<file path="src/rtl/control_fsm.sv">
// ============================================================================
// Module   : control_fsm
// Purpose  : Multicycle controller that sequences fetch/decode/execute and
//            drives the datapath mux selects and enables (includes LM/SM loop).
// Revision : 1.0  initial release
// ============================================================================
`default_nettype none

module control_fsm #(
    parameter logic [3:0] RESET_STATE = 4'd0
) (
    input  logic       clk,
    input  logic       reset,
    input  logic [3:0] opcode,
    input  logic       compare,
    output logic [2:0] Mux1_alu_B,
    output logic [2:0] Mux2_alu_A,
    output logic [1:0] Mux3_RF_wen,
    output logic [2:0] Mux4_RF_wadd,
    output logic [1:0] Mux5_RF_read2,
    output logic       Mux6_RF_dataIn,
    output logic [1:0] Mux8_memwrite,
    output logic       Mux9_memDataIn,
    output logic       CZen,
    output logic       ALU_op,
    output logic       memRead,
    output logic       wIR,
    output logic       wtmpA,
    output logic [2:0] counter,
    output logic [3:0] state
);

    localparam logic [3:0] c_OP_ADD = 4'b0000;
    localparam logic [3:0] c_OP_ADI = 4'b0001;
    localparam logic [3:0] c_OP_NDU = 4'b0010;
    localparam logic [3:0] c_OP_LHI = 4'b0011;
    localparam logic [3:0] c_OP_LW  = 4'b0100;
    localparam logic [3:0] c_OP_SW  = 4'b0101;
    localparam logic [3:0] c_OP_LM  = 4'b0110;
    localparam logic [3:0] c_OP_SM  = 4'b0111;
    localparam logic [3:0] c_OP_JAL = 4'b1000;
    localparam logic [3:0] c_OP_JLR = 4'b1001;
    localparam logic [3:0] c_OP_BEQ = 4'b1100;

    typedef enum logic [3:0] {
        S_FETCH0 = 4'd0,
        S_FETCH1 = 4'd1,
        S_DECODE = 4'd2,
        S_ALU    = 4'd3,
        S_WB     = 4'd4,
        S_ADDR   = 4'd5,
        S_MEM    = 4'd6,
        S_LMA    = 4'd7,
        S_LMM    = 4'd8,
        S_CMP    = 4'd9,
        S_BR     = 4'd10,
        S_LINK   = 4'd11,
        S_LWR    = 4'd12,
        S_JR     = 4'd13,
        S_PCINC  = 4'd14,
        S_PCWR   = 4'd15
    } state_t;

    state_t     r_state;
    state_t     w_next;
    logic [2:0] r_counter;
    logic [2:0] w_counter_nxt;

    always_ff @(posedge clk or posedge reset) begin
        if (reset) begin
            r_state   <= state_t'(RESET_STATE);
            r_counter <= 3'd0;
        end else begin
            r_state   <= w_next;
            r_counter <= w_counter_nxt;
        end
    end

    assign state   = r_state;
    assign counter = r_counter;

    always_comb begin
        w_next         = S_FETCH0;
        w_counter_nxt  = r_counter;
        Mux1_alu_B     = 3'd0;
        Mux2_alu_A     = 3'd0;
        Mux3_RF_wen    = 2'd0;
        Mux4_RF_wadd   = 3'd0;
        Mux5_RF_read2  = 2'd0;
        Mux6_RF_dataIn = 1'b0;
        Mux8_memwrite  = 2'd0;
        Mux9_memDataIn = 1'b0;
        CZen           = 1'b0;
        ALU_op         = 1'b0;
        memRead        = 1'b0;
        wIR            = 1'b0;
        wtmpA          = 1'b0;

        case (r_state)
            S_FETCH0: begin
                Mux5_RF_read2 = 2'd2;
                Mux2_alu_A    = 3'd0;
                Mux1_alu_B    = 3'd2;
                w_next        = S_FETCH1;
            end
            S_FETCH1: begin
                memRead = 1'b1;
                wIR     = 1'b1;
                w_next  = S_DECODE;
            end
            S_DECODE: begin
                wtmpA         = 1'b1;
                Mux5_RF_read2 = 2'd0;
                w_counter_nxt = 3'd0;
                case (opcode)
                    c_OP_ADD, c_OP_NDU, c_OP_ADI, c_OP_LHI: w_next = S_ALU;
                    c_OP_LW, c_OP_SW:                       w_next = S_ADDR;
                    c_OP_LM, c_OP_SM:                       w_next = S_LMA;
                    c_OP_JAL, c_OP_JLR:                     w_next = S_LINK;
                    c_OP_BEQ:                               w_next = S_CMP;
                    default:                                w_next = S_PCINC;
                endcase
            end
            S_ALU: begin
                case (opcode)
                    c_OP_ADD: begin
                        Mux2_alu_A = 3'd5;
                        Mux1_alu_B = 3'd2;
                        CZen       = 1'b1;
                    end
                    c_OP_NDU: begin
                        Mux2_alu_A = 3'd5;
                        Mux1_alu_B = 3'd2;
                        ALU_op     = 1'b1;
                        CZen       = 1'b1;
                    end
                    c_OP_ADI: begin
                        Mux2_alu_A = 3'd5;
                        Mux1_alu_B = 3'd3;
                        CZen       = 1'b1;
                    end
                    c_OP_LHI: begin
                        Mux2_alu_A = 3'd2;
                        Mux1_alu_B = 3'd0;
                    end
                    default: ;
                endcase
                w_next = S_WB;
            end
            S_WB: begin
                Mux6_RF_dataIn = 1'b1;
                case (opcode)
                    c_OP_ADD, c_OP_NDU: begin
                        Mux4_RF_wadd = 3'd1;
                        Mux3_RF_wen  = 2'd2;
                    end
                    c_OP_ADI: begin
                        Mux4_RF_wadd = 3'd4;
                        Mux3_RF_wen  = 2'd1;
                    end
                    default: begin
                        Mux4_RF_wadd = 3'd0;
                        Mux3_RF_wen  = 2'd1;
                    end
                endcase
                w_next = S_PCINC;
            end
            S_ADDR: begin
                Mux2_alu_A = 3'd3;
                Mux1_alu_B = 3'd2;
                w_next     = S_MEM;
            end
            S_MEM: begin
                case (opcode)
                    c_OP_LW: begin
                        memRead        = 1'b1;
                        Mux6_RF_dataIn = 1'b0;
                        Mux4_RF_wadd   = 3'd0;
                        Mux3_RF_wen    = 2'd1;
                    end
                    c_OP_SW: begin
                        Mux8_memwrite  = 2'd1;
                        Mux9_memDataIn = 1'b0;
                    end
                    default: ;
                endcase
                w_next = S_PCINC;
            end
            S_LMA: begin
                Mux2_alu_A = 3'd6;
                Mux1_alu_B = 3'd4;
                w_next     = S_LMM;
            end
            S_LMM: begin
                case (opcode)
                    c_OP_LM: begin
                        memRead        = 1'b1;
                        Mux6_RF_dataIn = 1'b0;
                        Mux4_RF_wadd   = 3'd2;
                        Mux3_RF_wen    = 2'd3;
                    end
                    c_OP_SM: begin
                        Mux5_RF_read2  = 2'd1;
                        Mux9_memDataIn = 1'b1;
                        Mux8_memwrite  = 2'd2;
                    end
                    default: ;
                endcase
                // All eight register slots are visited; the IR bit-mask gates each write
                w_counter_nxt = r_counter + 3'd1;
                w_next        = (r_counter == 3'd7) ? S_PCINC : S_LMA;
            end
            S_CMP: begin
                Mux2_alu_A = 3'd5;
                Mux1_alu_B = 3'd2;
                ALU_op     = 1'b0;
                w_next     = compare ? S_BR : S_PCINC;
            end
            S_BR: begin
                Mux5_RF_read2 = 2'd2;
                Mux2_alu_A    = (opcode == c_OP_JAL) ? 3'd4 : 3'd3;
                Mux1_alu_B    = 3'd2;
                w_next        = S_PCWR;
            end
            S_LINK: begin
                Mux5_RF_read2 = 2'd2;
                Mux2_alu_A    = 3'd1;
                Mux1_alu_B    = 3'd2;
                w_next        = S_LWR;
            end
            S_LWR: begin
                Mux6_RF_dataIn = 1'b1;
                Mux4_RF_wadd   = 3'd0;
                Mux3_RF_wen    = 2'd1;
                w_next         = (opcode == c_OP_JLR) ? S_JR : S_BR;
            end
            S_JR: begin
                Mux5_RF_read2 = 2'd0;
                Mux2_alu_A    = 3'd0;
                Mux1_alu_B    = 3'd2;
                w_next        = S_PCWR;
            end
            S_PCINC: begin
                Mux5_RF_read2 = 2'd2;
                Mux2_alu_A    = 3'd1;
                Mux1_alu_B    = 3'd2;
                w_next        = S_PCWR;
            end
            S_PCWR: begin
                Mux6_RF_dataIn = 1'b1;
                Mux4_RF_wadd   = 3'd3;
                Mux3_RF_wen    = 2'd1;
                w_next         = S_FETCH0;
            end
            default: w_next = S_FETCH0;
        endcase

        // Suppress every select/enable while reset is held so no write escapes
        if (reset) begin
            Mux1_alu_B     = 3'd0;
            Mux2_alu_A     = 3'd0;
            Mux3_RF_wen    = 2'd0;
            Mux4_RF_wadd   = 3'd0;
            Mux5_RF_read2  = 2'd0;
            Mux6_RF_dataIn = 1'b0;
            Mux8_memwrite  = 2'd0;
            Mux9_memDataIn = 1'b0;
            CZen           = 1'b0;
            ALU_op         = 1'b0;
            memRead        = 1'b0;
            wIR            = 1'b0;
            wtmpA          = 1'b0;
        end
    end

endmodule

`default_nettype wire

</file>
<file path="config.mk">
export PLATFORM = sky130hd
export DESIGN_NAME = control_fsm
export DESIGN_NICKNAME = d
export VERILOG_FILES = /design/src/rtl/control_fsm.sv
export SDC_FILE = /design/constraint.sdc
export NUM_CORES = 1
export LEC_CHECK = 0
export ABC_AREA = 1
export CORE_ASPECT_RATIO = 1.1
export CORE_MARGIN = 1
export CORE_UTILIZATION = 46
export CTS_CLUSTER_DIAMETER = 150
export DETAILED_ROUTE_END_ITERATION = 6
export GPL_ROUTABILITY_DRIVEN = 0
export PLACE_DENSITY = 0.85
export SETUP_SLACK_MARGIN = 0.4
export SYNTH_ARGS = -nofsm -noshare
export SYNTH_HDL_FRONTEND = slang
export SYNTH_SLANG_ARGS = --single-unit
</file>
<file path="constraint.sdc">
create_clock -name clk -period 2.8 [get_ports clk]
set_input_delay 0.84 -clock clk [delete_from_list [all_inputs] [get_ports clk]]
set_output_delay 0.84 -clock clk [all_outputs]
set_load 0.1 [all_outputs]
</file>
==> reports/metrics.cfg, run 1 <==
[synthesis]
syn_avg_cell_area_um2=5.23
async_flop_share_pct=100
synth_nets=178
syn_area_um2=883
synth_area_leader_cell=nand2_1
synthTopCellsByArea=nand2_1, dfrtp_1, nor2_1
synth_top_area_share_pct=21.7
ys_warn_count=0
ys_seq_area_share_pct=19.8
synth_common_cells=nand2_1, nor2_1, inv_1
yosysMostFrequentCell=nand2_1
ys_ff_latch=7
synth.distinct_cells=18
netlist_instances=169
synthFlopType=dfrtp_1
synth_edf_count=0

[floorplan]
die_x_um=43.8
ios=36
die_h_um=48.0
initial_core_util_pct=49.0
num_rows=16

[place]
dp_hpwl_um=4050
port_buffers=35

[outcome]
firstError=[ERROR DPL-0033] detailed placement checks failed during check placement.
status=did not finish
failed_stage=3_5_place_dp

[metrics by stage]
step	area [um2]	std cells	setup slack, ns	setup TNS [ns]
2_1_floorplan	1130	169	-0.517	-1.84
3_3_place_gp	1790	233	-0.313	-4.78
[cell families after synthesis]
| logic type | Yosys count | synth area share (%) |
|---|---|---|
| compound gates | 12 | 7.08 |
| fa+ha+maj | 2 | 2.83 |
| buf+inv | 28 | 12.3 |
| flops | 7 | 19.8 |
| simple gates | 120 | 57.9 |
==> inputs of run 2 (changes only) <==
CORE_AREA = 2 2 63 65   (was not set)
CORE_ASPECT_RATIO = not set   (was 1.1)
CORE_MARGIN = not set   (was 1)
CORE_UTILIZATION = not set   (was 46)
CTS_CLUSTER_DIAMETER = not set   (was 150)
DIE_AREA = 0 0 65 67   (was not set)
PLACE_DENSITY = not set   (was 0.85)
PLACE_DENSITY_LB_ADDON = 0.15   (was not set)
SETUP_SLACK_MARGIN = not set   (was 0.4)
==> run 2 against run 1 <==
Effect of this change: the run now ends clean; area after synthesis unchanged; synthesized cell count unchanged.
==> reports/metrics.cfg, run 2 <==
[floorplan]
die_x_um=65  ; +48%
ios=36  ; unchanged
core_um2=3610
die_h_um=67  ; +40%
die-area_um2=4360
initial_core_util_pct=24.5  ; -25 points
num_rows=22  ; +6

[synthesis]
synthFlopType=dfrtp_1
async_flop_share_pct=100  ; unchanged
synth_area_leader_cell=nand2_1
synth_top_area_share_pct=21.7  ; unchanged
syn_area_um2=883  ; unchanged
netlist_instances=169  ; unchanged
ys_seq_area_share_pct=19.8  ; unchanged
synth_edf_count=0  ; unchanged
synth.distinct_cells=18  ; unchanged
ys_ff_latch=7  ; unchanged
synth_nets=178  ; unchanged
ys_warn_count=0  ; unchanged
synth_common_cells=nand2_1, nor2_1, inv_1
yosysMostFrequentCell=nand2_1
synthTopCellsByArea=nand2_1, dfrtp_1, nor2_1
syn_avg_cell_area_um2=5.23  ; unchanged

[critical_path]
timing.rr.start=state[0]
reg2reg_slack_ns=1.39
rr_endpoint=state[3]
critical_path_class=primary input to output pin
worstPathArrival_ns=1.87
cp_common_cell=nor2_4
crit_buf_inv=4
worstSetupEndpointType=output pin
required_ns=1.96
critical_path.top_delay_family=buffers and inverters
rr_worst_depth=6
slowest_stage=nand4_1
crit_path_max_incr_delay_ns=0.20
critPathMaxFanout=5
worst_setup_path_start_kind=primary input
critical_path.cell_chain=clkbuf_2, buf_6, nor2_4, nand4_1, buf_4, nor2_4, buf_12

[place]
dp_hpwl_um=2730  ; -33%
dp_slack_ns=-0.344
port_buffers=35  ; unchanged

[timing]
rsz0062_at_grt=no
hold_violations=0
max_freq_mhz=369
setup_violations=0
worstMarginPinSlew_ns=0.346
whs_ns=0.513
setup_ws_ns=0.0926
slew_violations=0
period_share_pct=96.7
slew_headroom_pct=76.9
period_minus_slack_ns=2.71
fin_worst_skew_ns=0.00536

[global_routing]
grt_max_degree=9
track_usage_pct=15.7
gr-total-overflow=0
first_global_vias=1266
antenna_found_initial=0
grt_pass1_wl_um=5480

[power_and_ir_drop]
power_per_cell_area_nw_per_um2=1080
fin_total_pwr_mw=2.12
power_leakage_nw=0.896
ir_worst_vdd_mv=0.735

[clock_tree]
cts_sinks=7
clk_latency_ns=0.22
cts_tree=yes
cts_buffers=3
h-tree-depth=1
ctsHoldBuffers=0
path_clk_slew_ns=0.04
clockBufferDepth=2
cts_root_buf=clkbuf_8

[cells_and_area]
nNetsFinal=239
layout_commonest_cell=nand2_1
diodes=0
largest_reg_flops=4
syn_to_final_growth_pct=122
drive_gt1_share_pct=46.7
final_cell_mix=nand2_1, buf_4, nor2_1

[hold_path]
hold_depth=2
min_from=counter[1]
worstHoldEndpoint=counter[1]
worstHoldPathType=flop to flop

[job]
drv_cap=0

[route]
drt_iter0_markers=36
wl_per_cell_um=11.3
ant_nets=0
drc=0
drt-total-wl_um=3140
via_count=1295
routed_via_density=4.68
first_pass_iters=4

[outcome]
status=complete, no violations

## run 2: cell counts after synthesis
Identical to the previous run, type by type.
## run 2: routing by layer
layer,track usage (%),routed length (um),up-vias
li1,-,-,650
met1,18.3,1260,591
met2,29.6,1690,50
met3,2.36,165,4
met4,4.26,23,0
met5,0,0,-
## run 2: timing repair
item                                   4_1_cts  5_1_grt
gates resized for setup                     26       11
setup endpoints to repair                   21       15
endpoints found under the hold margin        0        0
buffers inserted                             3        1
pin swaps                                   13        5
## run 2: through the flow
step / std cells / cell area (um2) / TNS, ns / utilization, %
6_report: 277 / 1960 / 0 / 54.3
5_1_grt: 277 / 1960 / 0 / 54.3
4_1_cts: 276 / 1950 / -0.122 / 54.2
3_5_place_dp: 269 / 1830 / -4.63 / 50.8
3_3_place_gp: 269 / 1830 / -4.17 / 50.8
2_1_floorplan: 169 / 1110 / -1.85 / -
## run 2: worst register-to-register path, stage by stage, from the launching register on
cell,delay (ns)
dfrtp_4,0.49
nand2_1,0.18
inv_1,0.11
nand2_1,0.15
o21ai_0,0.13
a21oi_1,0.14
nand3_1,0.09
## run 2: how the worst max path moves through the flow
| stage | to | startpoint | slack [ns] | cells past startpoint |
|---|---|---|---|---|
| 3_3_place_gp | Mux8_memwrite[1] | opcode[2] | -0.29 | 5 |
| 6_report | CZen | opcode[3] | 0.09 | 7 |
| 2_1_floorplan | Mux5_RF_read2[0] | reset | -0.52 | 3 |
| 3_5_place_dp | Mux3_RF_wen[1] | opcode[2] | -0.34 | 7 |
| 4_1_cts | Mux1_alu_B[1] | opcode[0] | -0.04 | 7 |
| 5_1_grt | Mux3_RF_wen[0] | opcode[3] | 0.02 | 10 |
## run 2: cell type report
class / instances / area [um2]
clock buffers: 4 / 45.0
multi-input cells: 134 / 831
repair buffers: 59 / 727
flip-flops and latches: 7 / 190
fillers: 344 / 1650
inverters: 25 / 105
well taps: 48 / 60.1
## run 2: cell families after synthesis
| group | Yosys count | share of synthesized area (%) |
|---|---|---|
| buf+inv | 28 | 12.3 |
| simple gates | 120 | 57.9 |
| compound gates | 12 | 7.08 |
| fa+ha+maj | 2 | 2.83 |
| flops | 7 | 19.8 |
## run 2: report_power, final
part           leakage [nW]  internal [mW]  switching [mW]  total [mW]
sequential           0.0835          0.171          0.0683       0.239
combinational         0.790          0.489            1.25        1.74
clock                0.0228         0.0978          0.0359       0.134
No activity file was read; power rests on OpenSTA's default activity.
==> inputs of run 3 (changes only) <==
ABC_AREA = not set   (was 1)
==> run 3 against run 2 <==
Effect of this change: sequential share of layout area fell by 1.4 points; the flow now finishes with violations (negative setup slack); cell area increased by 17%; total power increased by 14%; area after synthesis rose by 8.9%; critical path type unchanged; synthesized cell count is 17% lower.
==> reports/metrics.cfg, run 3 <==
[outcome]
failed_checks=negative setup slack
status=complete, but fails checks

[critical_path]
timing.rr.start=state[0]
rr_worst_depth=7  ; +1
crit_end=Mux2_alu_A[2]
required_ns=1.96  ; about the same
worstSetupEndpointType=output pin
reg2reg_slack_ns=1.15  ; -0.24 ns
critical_path_class=primary input to output pin
rr_endpoint=counter[0]
critical_path.cell_chain=buf_8, or4b_4, or3_4, a2bb2oi_4, a21oi_4, buf_12
slowest_stage=or4b_4
worst_setup_path_start_kind=primary input
crit_path_max_incr_delay_ns=0.54  ; +0.34 ns
critPathMaxFanout=2  ; -3
worstPathArrival_ns=2.35  ; +0.48 ns
startpoint=opcode[1]

[clock_tree]
path_clk_slew_ns=0.04  ; about the same
clk_latency_ns=0.23  ; about the same
cts_tree=yes
h-tree-depth=1  ; unchanged
cts_sinks=7  ; unchanged
cts_buffers=3  ; unchanged
clockBufferDepth=2  ; unchanged
ctsHoldBuffers=0  ; unchanged
cts_root_buf=clkbuf_8

[cells_and_area]
largest_reg_flops=4  ; unchanged
nNetsFinal=217  ; -9.2%
drive_gt1_share_pct=60.9  ; +14 points
final_cell_mix=buf_4, buf_12, nand2_1
stdcell_count=255  ; -7.9%
design_area_um2=2290  ; +17%
layout_commonest_cell=buf_4
syn_to_final_growth_pct=138
num-fill-cells=306  ; -11%
diodes=0  ; unchanged

[hold_path]
worstHoldPathType=flop to flop

[route]
routed_via_density=5.56  ; +19%
wl_per_cell_um=16.9  ; +50%
first_pass_iters=4  ; unchanged
drt_iter0_markers=95  ; +160%
ant_nets=0  ; unchanged
drt-total-wl_um=4320  ; +38%
via_count=1418  ; +9.5%
drc=0  ; unchanged

[synthesis]
netlist_instances=141  ; -17%
ys_ff_latch=7  ; unchanged
synth_area_leader_cell=dfrtp_1
synth_top_area_share_pct=18.2  ; -3.5 points
syn_area_um2=962  ; +8.9%
synth_nets=150  ; -16%
synth.distinct_cells=45  ; +27
async_flop_share_pct=100  ; unchanged
synthFlopType=dfrtp_1
synth_common_cells=nand2_1, a21oi_1, nor2_1
ys_warn_count=0  ; unchanged
ys_seq_area_share_pct=18.2  ; -1.6 points
synth_edf_count=0  ; unchanged
yosysMostFrequentCell=nand2_1
syn_avg_cell_area_um2=6.82  ; +31%
synthTopCellsByArea=dfrtp_1, nand2_1, a21oi_1

[timing]
slew_headroom_pct=72.8  ; -4.1 points
setup_tns_ns=-2.19  ; -2.19 ns
setup_ws_ns=-0.387  ; -0.480 ns
period_share_pct=114  ; +17 points
period_minus_slack_ns=3.19  ; +0.480 ns
setup_violations=14  ; +14
slew_violations=0  ; unchanged
max_freq_mhz=314  ; -15%
hold_violations=0  ; unchanged
rsz0062_at_grt=yes
fin_worst_skew_ns=0.00265  ; -0.00271 ns
worstMarginPinSlew_ns=0.407  ; +0.0612 ns

[floorplan]
die_h_um=67  ; unchanged
initial_core_util_pct=26.7  ; +2.2 points
num_rows=22  ; unchanged
core_um2=3610  ; unchanged
ios=36  ; unchanged
die-area_um2=4360  ; unchanged
die_x_um=65  ; unchanged

[power_and_ir_drop]
power_per_cell_area_nw_per_um2=1050  ; -2.7%
power_leakage_nw=0.930  ; +3.8%
ir_worst_vdd_mv=0.566  ; -23%
fin_total_pwr_mw=2.41  ; +14%

[job]
drv_cap=0  ; unchanged

[place]
post-place-cells=235  ; -13%
dp_hpwl_um=3100  ; +14%
dpl_cell_area_um2=2010  ; +9.6%
port_buffers=35  ; unchanged

[global_routing]
grt_pass1_wl_um=6780  ; +24%
antenna_found_initial=0  ; unchanged
grt_max_degree=23  ; +14
first_global_vias=1345  ; +6.2%
track_usage_pct=20.4  ; +4.6 points
gr-total-overflow=0  ; unchanged

## run 3: cell types whose count changed after synthesis, moves of 4 or more
cell,change
nand2_1,-34
nor2_1,-28
inv_1,-20
nand3_1,-11
clkbuf_1,+6
nand2b_1,+6
o21ai_0,+6
a21oi_1,+5
buf_2,+4
## run 3: worst min-delay path by stage
stage                             to  depth (start not counted)  startpoint
after floorplan           counter[0]                          1       reset
after global placement    counter[1]                          2  counter[1]
after detailed placement  counter[2]                          2  counter[2]
after CTS                 counter[2]                          2  counter[2]
after global routing      counter[0]                          2  counter[0]
final                     counter[2]                          2  counter[2]
## run 3: cell families (layout without fill, tap and decap cells)
| family | after synthesis | count (layout) | share of synthesized area [%] |
|---|---|---|---|
| buf+inv | 21 | 87 | 10.7 |
| compound gates | 42 | 42 | 28.5 |
| mux | 1 | 1 | 1.17 |
| flops | 7 | 7 | 18.2 |
| fa+ha+maj | 2 | 2 | 2.60 |
| simple gates | 68 | 68 | 38.9 |
## run 3: area by class of cell
class | instances | area (um2) | share of cell area, %
multi-input cells | 113 | 1030 | 45.1
repair buffers | 78 | 936 | 40.9
flip-flops and latches | 7 | 190 | 8.31
well taps | 48 | 60.1 | 2.62
clock buffers | 4 | 45.0 | 1.97
inverters | 5 | 26.3 | 1.15
## run 3: critical path: cells and delay by family
family | cells | cell delay (ns)
and+or+nand+nor | 2 | 0.91
AOI/OAI and AO/OA | 2 | 0.31
buffers and inverters | 2 | 0.29
## run 3: per-stage QoR
stage | setup slack (ns) | hold slack (ns) | utilization (%)
after CTS | -0.439 | 0.550 | 61.1
final | -0.387 | 0.550 | 63.5
after floorplan | -0.605 | 0.637 | -
after detailed placement | -0.747 | 0.539 | 55.6
after global placement | -0.718 | 0.516 | 55.6
after global routing | -0.415 | 0.596 | 63.5
## run 3: metal layers
metal	track usage, %	vias up	wire length [um]	share of wire (%)
met1	24.3	682	1680	39
met2	37.2	72	2300	53
met4	6.12	0	72	1.7
met3	3.21	10	273	6.3
met5	0	-	0	0
li1	-	654	-	-
## run 3: power breakdown
part           switching [mW]  leakage (nW)  internal [mW]
sequential              0.100        0.0807          0.167
clock                  0.0464        0.0228         0.0987
combinational            1.32         0.827          0.678
total                    1.46         0.930          0.943
## run 3: repair_timing
item / 4_1_cts / 5_1_grt
resized for setup: 38 / 5
setup buffers: 7 / 9
endpoints found under the setup margin: 21 / 17
pin swaps: 14 / 8
==> inputs of run 4 (changes only) <==
clock period = 2.95 ns   (was 2.8 ns; I/O delays follow)
==> run 4 against run 3 <==
Effect of this change: the run still ends with negative setup slack left; cell count decreased by 5.9%; total power shrank 12%; non-clock buffer count fell by 15; highest routed layer unchanged.
==> reports/metrics.cfg, run 4 (synthesized netlist as in run 3, its figures left out) <==
[cells_and_area]
stdcell_count=240  ; -5.9%
syn_to_final_growth_pct=122
nNetsFinal=202  ; -6.9%
multi_input_area_um2=1000  ; -2.7%
final_cell_mix=buf_4, buf_12, nand2_1
layout_commonest_cell=buf_4
regArea_um2=190  ; unchanged
design_area_um2=2140  ; -6.7%
num-fill-cells=297  ; -2.9%
postLayoutCoreUtil_pct=59.3  ; -4.2 points
drive_gt1_share_pct=55.7  ; -5.1 points
largest_reg_flops=4  ; unchanged
diodes=0  ; unchanged

[clock_tree]
cts_tree=yes
clk_latency_ns=0.22  ; about the same
cts_root_buf=clkbuf_8
cts_sinks=7  ; unchanged
cts_buffers=3  ; unchanged
path_clk_slew_ns=0.04  ; about the same
h-tree-depth=1  ; unchanged
clockBufferDepth=2  ; unchanged

[critical_path]
slowest_stage=or4b_4
critPathMaxFanout=2  ; unchanged
worstPathArrival_ns=2.38  ; +0.03 ns
crit_path_max_incr_delay_ns=0.53  ; about the same
critical_path.cell_chain=buf_6, or4b_4, or3_4, a2bb2oi_4, a21oi_4, buf_12
worstSetupEndpointType=output pin
required_ns=2.07  ; +0.11 ns
critical_path_class=primary input to output pin
worst_setup_path_start_kind=primary input

[global_routing]
antenna_found_initial=0  ; unchanged
grt_pass1_wl_um=6070  ; -10%
grt_max_degree=23  ; unchanged
track_usage_pct=17.5  ; -2.9 points
gr-total-overflow=0  ; unchanged
first_global_vias=1277  ; -5.1%

[hold_path]
worstHoldPathType=flop to flop

[timing]
slew_violations=0  ; unchanged
hold_violations=0  ; unchanged
setup_ws_ns=-0.313  ; +0.0737 ns
max_freq_mhz=306
period_share_pct=111
slew_headroom_pct=67.4  ; -5.3 points
setup_violations=8  ; -6
period_minus_slack_ns=3.26
fin_worst_skew_ns=0.00218  ; -0.000473 ns
worstMarginPinSlew_ns=0.486  ; +0.0797 ns
rsz0062_at_grt=yes

[job]
drv_cap=0  ; unchanged

[route]
wl_per_cell_um=15.0  ; -11%
first_pass_iters=5  ; +1
drc=0  ; unchanged
drt-total-wl_um=3610  ; -17%
ant_nets=0  ; unchanged
drt_iter0_markers=31  ; -67%
via_count=1303  ; -8.1%
routed_via_density=5.43  ; -2.4%

[power_and_ir_drop]
ir_worst_vdd_mv=0.696  ; +23%
fin_total_pwr_mw=2.12  ; -12%
power_leakage_nw=0.843  ; -9.4%
power_per_cell_area_nw_per_um2=993  ; -5.5%

[place]
dpl_cell_area_um2=1980  ; -1.5%
dp_hpwl_um=2710  ; -12%
post-place-cells=230  ; -2.1%
port_buffers=35  ; unchanged

[floorplan]
initial_core_util_pct=26.7  ; unchanged
die-area_um2=4360  ; unchanged
ios=36  ; unchanged
die_h_um=67  ; unchanged
num_rows=22  ; unchanged
core_um2=3610  ; unchanged
die_x_um=65  ; unchanged

[outcome]
failed_checks=negative setup slack
status=complete, but fails checks

==> run 4: area by class of cell <==
| cell class | instances | area share, % |
|---|---|---|
| multi-input cells | 113 | 47.0 |
| clock buffers | 4 | 2.11 |
| inverters | 5 | 1.05 |
| flip-flops and latches | 7 | 8.90 |
| repair buffers | 63 | 38.1 |
| well taps | 48 | 2.81 |
==> run 4: where the power goes <==
group,switching (mW),internal (mW)
combinational,1.15,0.548
sequential,0.138,0.158
clock,0.0396,0.0933
total,1.32,0.799
==> run 4: final timing paths <==
check | from | to | slack [ns] | cells after the start
worst min register to register | counter[1] | counter[1] | 0.55 | 2
worst max-delay path | opcode[2] | Mux2_alu_A[2] | -0.31 | 6
min in group asynchronous | reset | counter[1] | 1.06 | 5
worst max register to register | state[2] | counter[0] | 1.37 | 5
worst min-delay path | counter[1] | counter[1] | 0.55 | 2
max in group asynchronous | reset | state[1] | 1.76 | 5
==> run 4: repair_timing <==
item | in CTS | in global routing
buffers inserted | 7 | 0
hold buffers | 0 | 0
endpoints found under the setup margin | 20 | 16
gates resized for setup | 30 | 5
pin swaps | 12 | 6
gates cloned | 0 | 0
==> run 4: critical path, delay by kind of cell <==
kind / cells / cell delay (ns)
simple gates: 2 / 0.90
compound gates: 2 / 0.31
buf+inv: 2 / 0.28
==> run 4: layer usage <==
metal,share of wire [%],GRT usage (%),vias up
met5,0,0,-
met4,0.36,2.39,0
met3,5.7,2.03,4
met2,51,31.8,54
met1,43,22.6,619
li1,-,-,626
==> run 4: metrics by stage <==
stage,hold slack (ns),worst slack (ns),TNS (ns)
3_5_place_dp,0.541,-0.683,-7.55
5_1_grt,0.599,-0.334,-1.53
3_3_place_gp,0.523,-0.676,-7.50
2_1_floorplan,0.682,-0.512,-5.02
6_report,0.550,-0.313,-0.881
4_1_cts,0.557,-0.373,-1.06
